### config.mk
export PLATFORM = sky130hd
export DESIGN_NAME = pipe_ctrl
export DESIGN_NICKNAME = d
export VERILOG_FILES = /design/src/rtl/pipe_pkg.sv /design/src/rtl/sat_counter.sv /design/src/rtl/pipe_ctrl.sv
export SDC_FILE = /design/constraint.sdc
export NUM_CORES = 1
export LEC_CHECK = 0
export ABC_AREA = 1
export CAP_MARGIN = 20
export CORE_MARGIN = 5
export CORE_UTILIZATION = 45
export CTS_CLUSTER_DIAMETER = 60
export CTS_CLUSTER_SIZE = 12
export DETAILED_ROUTE_END_ITERATION = 10
export DONT_BUFFER_PORTS = 1
export GPL_ROUTABILITY_DRIVEN = 1
export HOLD_SLACK_MARGIN = 0.05
export PLACE_DENSITY = 0.67
export SYNTH_ARGS = -nofsm -noshare
export SYNTH_HDL_FRONTEND = slang
export SYNTH_HIERARCHICAL = 1
export SYNTH_SLANG_ARGS = --single-unit
### constraint.sdc
create_clock -name clk -period 1.8 [get_ports clk]
set_input_delay 0.36 -clock clk [delete_from_list [all_inputs] [get_ports clk]]
set_output_delay 0.36 -clock clk [all_outputs]
set_load 0.1 [all_outputs]
### src/rtl/pipe_pkg.sv
// Shared definitions for the ARM fetch/decode/execute pipeline sequencer.
package pipe_pkg;

    typedef enum logic [1:0] {
        S_RESET = 2'd0,
        S_FILL1 = 2'd1,
        S_FILL2 = 2'd2,
        S_RUN   = 2'd3
    } pipe_state_e;

    localparam int CNT_W_DEF = 16;

endpackage

### src/rtl/sat_counter.sv
// Saturating up-counter; sticks at all-ones instead of wrapping.
module sat_counter #(
    parameter int W = 16
) (
    input  logic         clk,
    input  logic         rst_n,
    input  logic         inc,
    output logic [W-1:0] count
);

    always_ff @(posedge clk or negedge rst_n) begin
        if (!rst_n)
            count <= '0;
        else if (inc && (count != {W{1'b1}}))
            count <= count + 1'b1;
    end

endmodule

### src/rtl/pipe_ctrl.sv
// Three-stage pipeline sequencer: refills after reset/PC writes and decides
// commit / skip / hold for the execute-stage instruction each cycle.
module pipe_ctrl
    import pipe_pkg::*;
#(
    parameter int CNT_W = CNT_W_DEF
) (
    input  logic             clk,
    input  logic             rst_n,
    input  logic             cond_fail,
    input  logic             exec_busy,
    input  logic             pc_write,
    input  logic             mem_wait,
    output logic             fetch_en,
    output logic             pc_load,
    output logic             dec_valid,
    output logic             exe_valid,
    output logic             exe_commit,
    output logic [CNT_W-1:0] skip_cnt
);

    pipe_state_e state;
    logic        hold;
    logic        adv;
    logic        flush;
    logic        skip;

    // A failed condition masks busy and pc_write: it always costs one cycle.
    assign hold       = exe_valid & ~cond_fail & exec_busy;
    assign adv        = ~mem_wait & ~hold;
    assign exe_commit = ~mem_wait & exe_valid & ~cond_fail & ~exec_busy;
    assign flush      = exe_commit & pc_write;
    assign skip       = ~mem_wait & exe_valid & cond_fail;

    assign pc_load  = ~mem_wait & ((state == S_RESET) | flush);
    assign fetch_en = adv & (state != S_RESET) & ~flush;

    always_ff @(posedge clk or negedge rst_n) begin
        if (!rst_n) begin
            state     <= S_RESET;
            dec_valid <= 1'b0;
            exe_valid <= 1'b0;
        end else if (!mem_wait) begin
            if (flush) begin
                state     <= S_FILL1;
                dec_valid <= 1'b0;
                exe_valid <= 1'b0;
            end else if (!hold) begin
                unique case (state)
                    S_RESET: begin
                        state     <= S_FILL1;
                        dec_valid <= 1'b0;
                        exe_valid <= 1'b0;
                    end
                    S_FILL1: begin
                        state     <= S_FILL2;
                        dec_valid <= 1'b1;
                    end
                    S_FILL2: begin
                        state     <= S_RUN;
                        exe_valid <= 1'b1;
                    end
                    default: state <= S_RUN;
                endcase
            end
        end
    end

    sat_counter #(.W(CNT_W)) u_skip_cnt (
        .clk   (clk),
        .rst_n (rst_n),
        .inc   (skip),
        .count (skip_cnt)
    );

endmodule
-- Yosys cells after proc, flatten, opt, wreduce, memory -nomap -nowiden
Index checks and enable logic that the tools add are counted.
- bits of input ports: 6
- output and inout bits: 21
- word-level logic and storage cells: 43
- register bits after elaboration: 20
- add/subtract/negate cells: 1
- eq/ne operators: 4
- bitwise operators: 17
- reduce and logical (&&, ||, !) cells: 8
- muxes and demuxes: 9
- operator list (operator ; number):
    $add 16x1->16 const B ; 1
    $ne 16x16->1 const B ; 1
    $and 1x1->1 ; 11
    $reduce_and 3->1 ; 2
    $reduce_bool 3->1 ; 2
    $not 1->1 ; 5
    $mux 1 ; 4
    $mux 2 ; 2
    $pmux 1 s2 ; 2
    $pmux 2 s2 ; 1
    $eq 2x1->1 const B ; 1
    $eq 2x2->1 const B ; 1
    $logic_not 2->1 ; 1
    $ne 2x1->1 const B ; 1
    $reduce_and 2->1 ; 1
    $reduce_bool 2->1 ; 1
    $logic_and 1x1->1 ; 1
    $or 1x1->1 ; 1

-- Depth between registers and ports, before layout
Gate-level depths: netlist (run 1).
- depth in word-level cells: 7
- mapped depth: 10
- depth with buffers taken out: 10

-- By module
Netlist (run 1), hierarchy kept.
- by module, submodules not included (module ; instances ; cells an instance ; sequential area each (µm²) ; area an instance (µm²)):
    sat_counter ; 1 ; 149 ; 400.4 ; 1058.5
    pipe_ctrl ; 1 ; 36 ; 100.1 ; 251.5

-- Least setup slack after synthesis (run 1)
OpenSTA, ideal clock, no wires.
- path kind: flip-flop to output port
- from: register exe_valid
- to: output port exe_commit
- data required time: 1.440 ns
- setup slack: -2.596 ns
- path buffers: 0
- arrival: 4.036 ns
- cell stages (with the launch flop): 3
- cells stage by stage: dfrtp_1 -> inv_1 -> nor4_1
- cells in the longest elaborated chain, start to end: 3
- ends and longest elaborated chain (item ; line ; text):
    start, declared ; pipe_ctrl.sv:17 ; output logic exe_valid,
    start signal, assigned ; pipe_ctrl.sv:42 ; exe_valid <= 1'b0;
    start signal, assigned ; pipe_ctrl.sv:47 ; exe_valid <= 1'b0;
    start signal, assigned ; pipe_ctrl.sv:53 ; exe_valid <= 1'b0;
    $and 1x1->1 (3 in a row) ; pipe_ctrl.sv:31 ; assign exe_commit = ~mem_wait & exe_valid & ~cond_fail & ~exec_busy;
    end, declared ; pipe_ctrl.sv:18 ; output logic exe_commit,
Every way passes these cells.

-- Worst setup path in the final report (run 1)
- from: register exe_valid
- to: output port fetch_en
- cells in the longest elaborated chain, start to end: 6
- elaborated cells between the ends (all ways): 11
- those cells by class: bitwise: 11
- ends and longest elaborated chain (item ; line ; text):
    $and 1x1->1 (on tied branches) (2 in a row) ; pipe_ctrl.sv:29, pipe_ctrl.sv:31 ;
    $not 1->1 / $and 1x1->1 (equally long branches) ; pipe_ctrl.sv:30, pipe_ctrl.sv:31 ;
    $and 1x1->1 (on tied branches) ; pipe_ctrl.sv:30, pipe_ctrl.sv:32 ;
    $and 1x1->1 / $not 1->1 (equally long branches) ; pipe_ctrl.sv:36 ; assign fetch_en = adv & (state != S_RESET) & ~flush;
    $and 1x1->1 * ; pipe_ctrl.sv:36 ;
    end, declared ; pipe_ctrl.sv:14 ; output logic fetch_en,
Every way passes the cells marked *; elsewhere a longest branch is shown, timed or not.

==> results of run 1 <==
-- state kept, by name, summed over array words and instances (netlist names) --
| signal | count |
|---|---|
| dec_valid | 1 |
| exe_valid | 1 |
| state | 2 |
| u_skip_cnt/count | 16 |
-- critical path, delay by kind of cell (launching register included) --
kind | cells | cell delay, ns
DFF | 1 | 0.53
buffers and inverters | 3 | 0.33
and+or+nand+nor | 3 | 0.25
-- power by group through the flow --
stage                     registers, W  logic (W)  clock network [W]
after global placement        0.000702    0.00148                  0
after global routing          0.000724    0.00162           0.000405
final                         0.000704    0.00155           0.000374
after detailed placement      0.000709    0.00150                  0
after floorplan                0.00148   0.000419                  0
after CTS                     0.000700    0.00154           0.000383
-- placed cells by master (no fill, tap or decap), drive strengths merged, types with 3 or more instances in the layout --
| cell type | n |
|---|---|
| buf | 26 |
| clkbuf | 3 |
| dfrtp | 20 |
| inv | 18 |
| nand2 | 79 |
| nand3 | 12 |
| nand4 | 6 |
| nor2 | 25 |
| o21ai | 10 |
| xnor2 | 5 |
-- layout make-up --
cell class / instances / area [sq um]
Clock buffer: 3 / 22.5
Clock inverter: 1 / 30.0
Fill cell: 239 / 1050
Inverter: 20 / 86.3
Multi-Input combinational cell: 143 / 767
Sequential cell: 20 / 529
Tap cell: 31 / 38.8
Timing Repair Buffer: 27 / 259
-- what timing repair did --
| item | CTS | global route |
|---|---|---|
| cloned | 0 | 0 |
| hold buffers | 1 | 0 |
| hold endpoints to repair | 20 | 0 |
| buffers inserted | 2 | 2 |
| gates resized for setup | 5 | 1 |
| pin swaps | 2 | 3 |
| setup endpoints to repair | 2 | 13 |
-- worst min-delay path by stage --
stage / slack (ns) / endpoint / from
final: 0.31 / state[1] / pc_write
after global routing: 0.32 / state[1] / pc_write
after CTS: 0.30 / state[1] / pc_write
after detailed placement: 0.06 / u_skip_cnt/count[12] / rst_n
after global placement: 0.07 / u_skip_cnt/count[10] / rst_n
after floorplan: 0.06 / dec_valid / rst_n
-- cell families after synthesis --
| kind of cell | count (synthesis) | share of synthesized area |
|---|---|---|
| AO/OA/AOI/OAI | 11 | 0.0477 |
| XOR/XNOR | 6 | 0.0401 |
| adder cells (fa/ha/maj) | 1 | 0.00955 |
| buffers and inverters | 22 | 0.0754 |
| flip-flops | 20 | 0.382 |
| AND/OR/NAND/NOR | 125 | 0.445 |
-- through the flow --
| step | instances | util | power [W] | worst slack (ns) | hold WS, ns |
|---|---|---|---|---|---|
| final | 245 | 0.623 | 0.00262 | 0.0248 | 0.311 |
| after floorplan | 185 | - | 0.00190 | -0.230 | 0.0644 |
| after CTS | 243 | 0.612 | 0.00262 | 0.00951 | 0.301 |
| after detailed placement | 236 | 0.574 | 0.00221 | 0.0977 | 0.0650 |
| after global routing | 245 | 0.623 | 0.00275 | -0.0423 | 0.324 |
| after global placement | 236 | 0.574 | 0.00218 | 0.127 | 0.0651 |
-- per-layer routing --
metal,part of all wire,vias up,wire (um),GRT usage
met4,0.015,0,48,0.0597
li1,-,639,-,-
met3,0.062,8,200,0.0595
met1,0.42,559,1360,0.197
met2,0.50,34,1620,0.280
met5,0,-,0,0
==> results.md, run 1 <==
* Design Area, Final at between 1500 and 2000 sq um
* Capture point of the worst path: fetch_en
* Crit path launch: exe_valid
* Number of buffers created by CTS at 3
* Cell variety after synth at 24
* CP Capture Type: primary output
* Std cell rows at 19
* Largest net degree at the start of global routing at 21
* Flop2flop setup slack at approximately 0.14 ns
* Vias in the first global route at approximately 1,200
* Status: finished clean
* Worst r2r path cells at 6
* # DRC at 0
* Worst Hold Class: in2reg
* Die area at 4090 sq um
* Unrepaired setup endpoints after global routing: yes
* Die span in x at 64.0 um
* Tcrit/Tclk final at 0.986
* Sw Ratio at 0.555
* GRT Resource Usage Total at 0.168
* Post-Syn Area at 1310 sq um
* Setup TNS at 0 ns
* Achievable Freq at 563 MHz
* CTS tree: built
* CTS max path bufs at 2
* WP data required at 1.44 ns
* Combinational Power Share at 0.589
* Number of max-cap violations at 0
* CP Class: reg2out
* WL final at 3230 um
* Number of nets in the layout at around 220
* Clock Latency Late Sink at 0.31 ns
* Total grt overflow at 0
* Clk pwr share at 0.143
* Pwr Density at 1510 nW/um^2
* Static Leakage at approximately 0.77 nW
* Flops & latches, synth at 20
* Cell Chain, Critical Path: nand3_2 -> nand2_2 -> clkinv_4 -> nand3_4 -> clkinvlp_4 -> buf_12
* Share of layout cells above drive strength 1 at 0.341
* Post-synth top flop: dfrtp_1
* Final Hold Fails at 0
* Number of H-tree levels at 1
* Largest area contributor in the netlist: dfrtp_1
* WP data arrival at 1.42 ns
* Pre-antenna DRT Iters at 4
* Slew HR at 0.375
* Slowest cell on crit path: dfrtp_4
* Final antenna-violating net count at 0
* CTS root buf: clkbuf_4
* Count leader, synth: nand2_1
* Hold path depth at 3
* Top cells by area in the synthesized netlist: dfrtp_1 38%, nand2_1 21%, inv_1 5.2%
* Die Height at between 60 and 70 um
* Via density at 5.06
* Post-synth top area share at 0.382
* Antenna fix cells at 0
* Gpl congestion at 0.899
* Clock sinks at 20
* # port buffers at 0
* Asr flop ratio synth at 1.00
* Slew at the pin closest to its max-slew limit at slightly above 0.9 ns
* Clk_skew at 0.00477 ns
* VDD IR max at about 0.0014 V
* Syn nets at 192
* Ports at 27
* Worst reg2reg endpoint: u_skip_cnt/count[2]
* CP startpoint kind: register
* Top cells by count, synth: 74 x nand2_1, 20 x dfrtp_1, 18 x inv_1
* Post-synth EDFFs at 0
* Vias at between 1,000 and 1,500
* CTS clk-pin slew, worst paths at about 0.12 ns
* Post-layout minimum cycle time at 1.78 ns
* Register area share after synthesis at 0.382
* Syn-to-layout area delta at 32.3%
* Mapped Avg Cell Area at roughly 7 sq um
* R2R Path Start: u_skip_cnt/count[0]
* Starting DRT DRC Count at 85
* Mapped Cells at 185
* Sequential share of power at 0.268
* Crit-path max FO at 5
* CP peak stage delay at 0.53 ns
* Wire per inst at 13.2 um
* First-pass GRT wire length at 5560 um
* Initial Util at 0.471
* Final setup violation count at 0
* Syn. warnings at 6
* Max-slew violations at 0
* DP HPWL at ~2400 um
* Antenna violations before repair at 0
* Internal Power at 0.00117 W
* Core Region at 2780 sq um
* Net Sw Power at about 0.0015 W
* Dpl cell area at about 1600 sq um
Power figures use the tool's default switching activity.
==> inputs of run 2 (changes only) <==
==> constraint.sdc (replaced) <==
create_clock -name clk -period 1.8 [get_ports clk]
set_input_delay 0.27 -clock clk [delete_from_list [all_inputs] [get_ports clk]]
set_output_delay 0.27 -clock clk [all_outputs]
set_load 0.1 [all_outputs]
==> results.md, run 2 (same netlist as run 1, synthesis figures left out) <==
* Tcrit/Tclk final at 0.969 (was 0.986)
* Total grt overflow at 0 (unchanged)
* Clock Latency Late Sink at 0.31 ns (about the same)
* Largest regs: u_skip_cnt/count (16), state (2) (unchanged)
* Clock sinks at 20 (unchanged)
* Syn-to-layout area delta at 28.9% (was 32.3%)
* Unrepaired setup endpoints after global routing: yes (unchanged)
* Most frequent cells in the layout: 74 x nand2_1, 20 x buf_4, 17 x nor2_1 (was 74 x nand2_1, 21 x buf_4, 17 x nor2_1)
* Antenna fix cells at 0 (unchanged)
* Antenna violations before repair at 0 (unchanged)
* Max reg flops at 16 (unchanged)
* Worst hold slack at 0.233 ns (was 0.311 ns)
* Std cell rows at 19 (unchanged)
* Static Leakage at 0.749 nW (was 0.765 nW)
* Slew HR at 0.372 (was 0.375)
* Status: finished clean (unchanged)
* CTS max path bufs at 2 (unchanged)
* Post-layout util at 0.607 (was 0.623)
* GRT Resource Usage Total at 0.167 (was 0.168)
* WL final at 3120 um (was 3230 um)
* Pre-antenna DRT Iters at 4 (unchanged)
* Number of nets in the layout at 220 (was 222)
* DP HPWL at 2470 um (was 2410 um)
* WP data arrival at 1.47 ns (was 1.42 ns)
* Number of H-tree levels at 1 (unchanged)
* Flop2flop setup slack at 0.17 ns (was 0.14 ns)
* Pwr Density at 1490 nW/um^2 (was 1510 nW/um^2)
* Core Region at 2780 sq um (unchanged)
* Final Hold Fails at 0 (unchanged)
* Largest net degree at the start of global routing at 21 (unchanged)
* Die area at 4090 sq um (unchanged)
* First-pass GRT wire length at 5470 um (was 5560 um)
* Ports at 27 (unchanged)
* WP data required at 1.53 ns (was 1.44 ns)
* Crit-path max FO at 6 (was 5)
* CP startpoint kind: register (unchanged)
* Share of layout cells above drive strength 1 at 0.330 (was 0.341)
* Via density at 5.12 (was 5.06)
* Die Height at 64.0 um (unchanged)
* CP Capture Type: primary output (unchanged)
* Final antenna-violating net count at 0 (unchanged)
* VDD IR max at 0.00157 V (was 0.00136 V)
* CTS tree: built (unchanged)
* Wire per inst at 12.8 um (was 13.2 um)
* Achievable Freq at 573 MHz (was 563 MHz)
* Max-slew violations at 0 (unchanged)
* CTS clk-pin slew, worst paths at 0.11 ns (was 0.12 ns)
* # port buffers at 0 (unchanged)
* Die span in x at 64.0 um (unchanged)
* # DRC at 0 (unchanged)
* Clk_skew at 0.00514 ns (was 0.00477 ns)
* Vias in the first global route at 1,246 (was 1,237)
* Worst Hold Class: in2reg (unchanged)
* Initial Util at 0.471 (unchanged)
* Starting DRT DRC Count at 27 (was 85)
* Slew at the pin closest to its max-slew limit at 0.939 ns (was 0.934 ns)
* Number of buffers created by CTS at 3 (unchanged)
* CTS root buf: clkbuf_4 (unchanged)
* Vias at 1,244 (was 1,240)
* Gpl congestion at 0.865 (was 0.899)
* CP Class: reg2out (unchanged)
* Number of max-cap violations at 0 (unchanged)
* Final setup violation count at 0 (unchanged)
* Commonest non-fill, non-tap cell in the layout: nand2_1 (unchanged)
* Post-layout minimum cycle time at 1.74 ns (was 1.78 ns)
* Register name with the most flops: u_skip_cnt/count (unchanged)
## run 2: changes by cell type in the layout (fill, tap and decap cells not counted), sizes merged
| cell | before | now |
|---|---|---|
| bufinv | 1 | 0 |
| buf | 26 | 24 |
| clkbuf | 3 | 4 |
## run 2: power breakdown
part	switching [W]	internal (W)	leakage [nW]	total, W
sequential	0.000123	0.000596	0.228	0.000720
combinational	0.00118	0.000344	0.499	0.00152
clock	0.000150	0.000124	0.0210	0.000273
total	0.00145	0.00106	0.749	0.00251
## run 2: critical path, cell delays in order, from the launching register on
cell and delay (ns):
dfrtp_4 0.46, inv_4 0.05, nor2_2 0.12, nand3_4 0.15
nand3_4 0.13, clkinvlp_4 0.10, buf_12 0.17
## run 2: path summary, 6_finish.rpt
kind / depth (start not counted) / end / start
worst max-delay path: 6 / fetch_en / exe_valid
worst min-delay path: 3 / exe_valid / pc_write
worst max register to register: 9 / u_skip_cnt/count[9] / u_skip_cnt/count[0]
worst min register to register: 3 / exe_valid / state[0]
max in group asynchronous: 1 / exe_valid / rst_n
min in group asynchronous: 1 / u_skip_cnt/count[12] / rst_n
## run 2: what timing repair did
action | CTS | global route
buffers inserted | 0 | 2
resized for setup | 1 | 3
pin swaps | 0 | 2
setup endpoints to repair | 1 | 9
hold buffers | 1 | 0
endpoints found under the hold margin | 20 | 0
## run 2: layout make-up
class	instances	area, sq um
Clock buffer	4	36.3
Fill cell	257	1090
Inverter	20	82.6
Multi-Input combinational cell	143	762
Sequential cell	20	529
Tap cell	31	38.8
Timing Repair Buffer	25	240
## run 2: per-layer routing
metal / wire length [um] / GRT usage
met5: 0 / 0
met4: 42 / 0.0597
met3: 193 / 0.0385
met2: 1590 / 0.291
met1: 1290 / 0.198
## run 2: stage by stage
step | cells | TNS [ns] | instance area, sq um | setup slack, ns | power [W]
floorplan | 185 | -0.140 | 1370 | -0.140 | 0.00190
CTS | 241 | 0 | 1640 | 0.0140 | 0.00249
detailed placement | 236 | 0 | 1590 | 0.127 | 0.00220
global route | 243 | -0.0315 | 1690 | -0.0315 | 0.00265
global placement | 236 | 0 | 1590 | 0.185 | 0.00217
finish | 243 | 0 | 1690 | 0.0556 | 0.00251
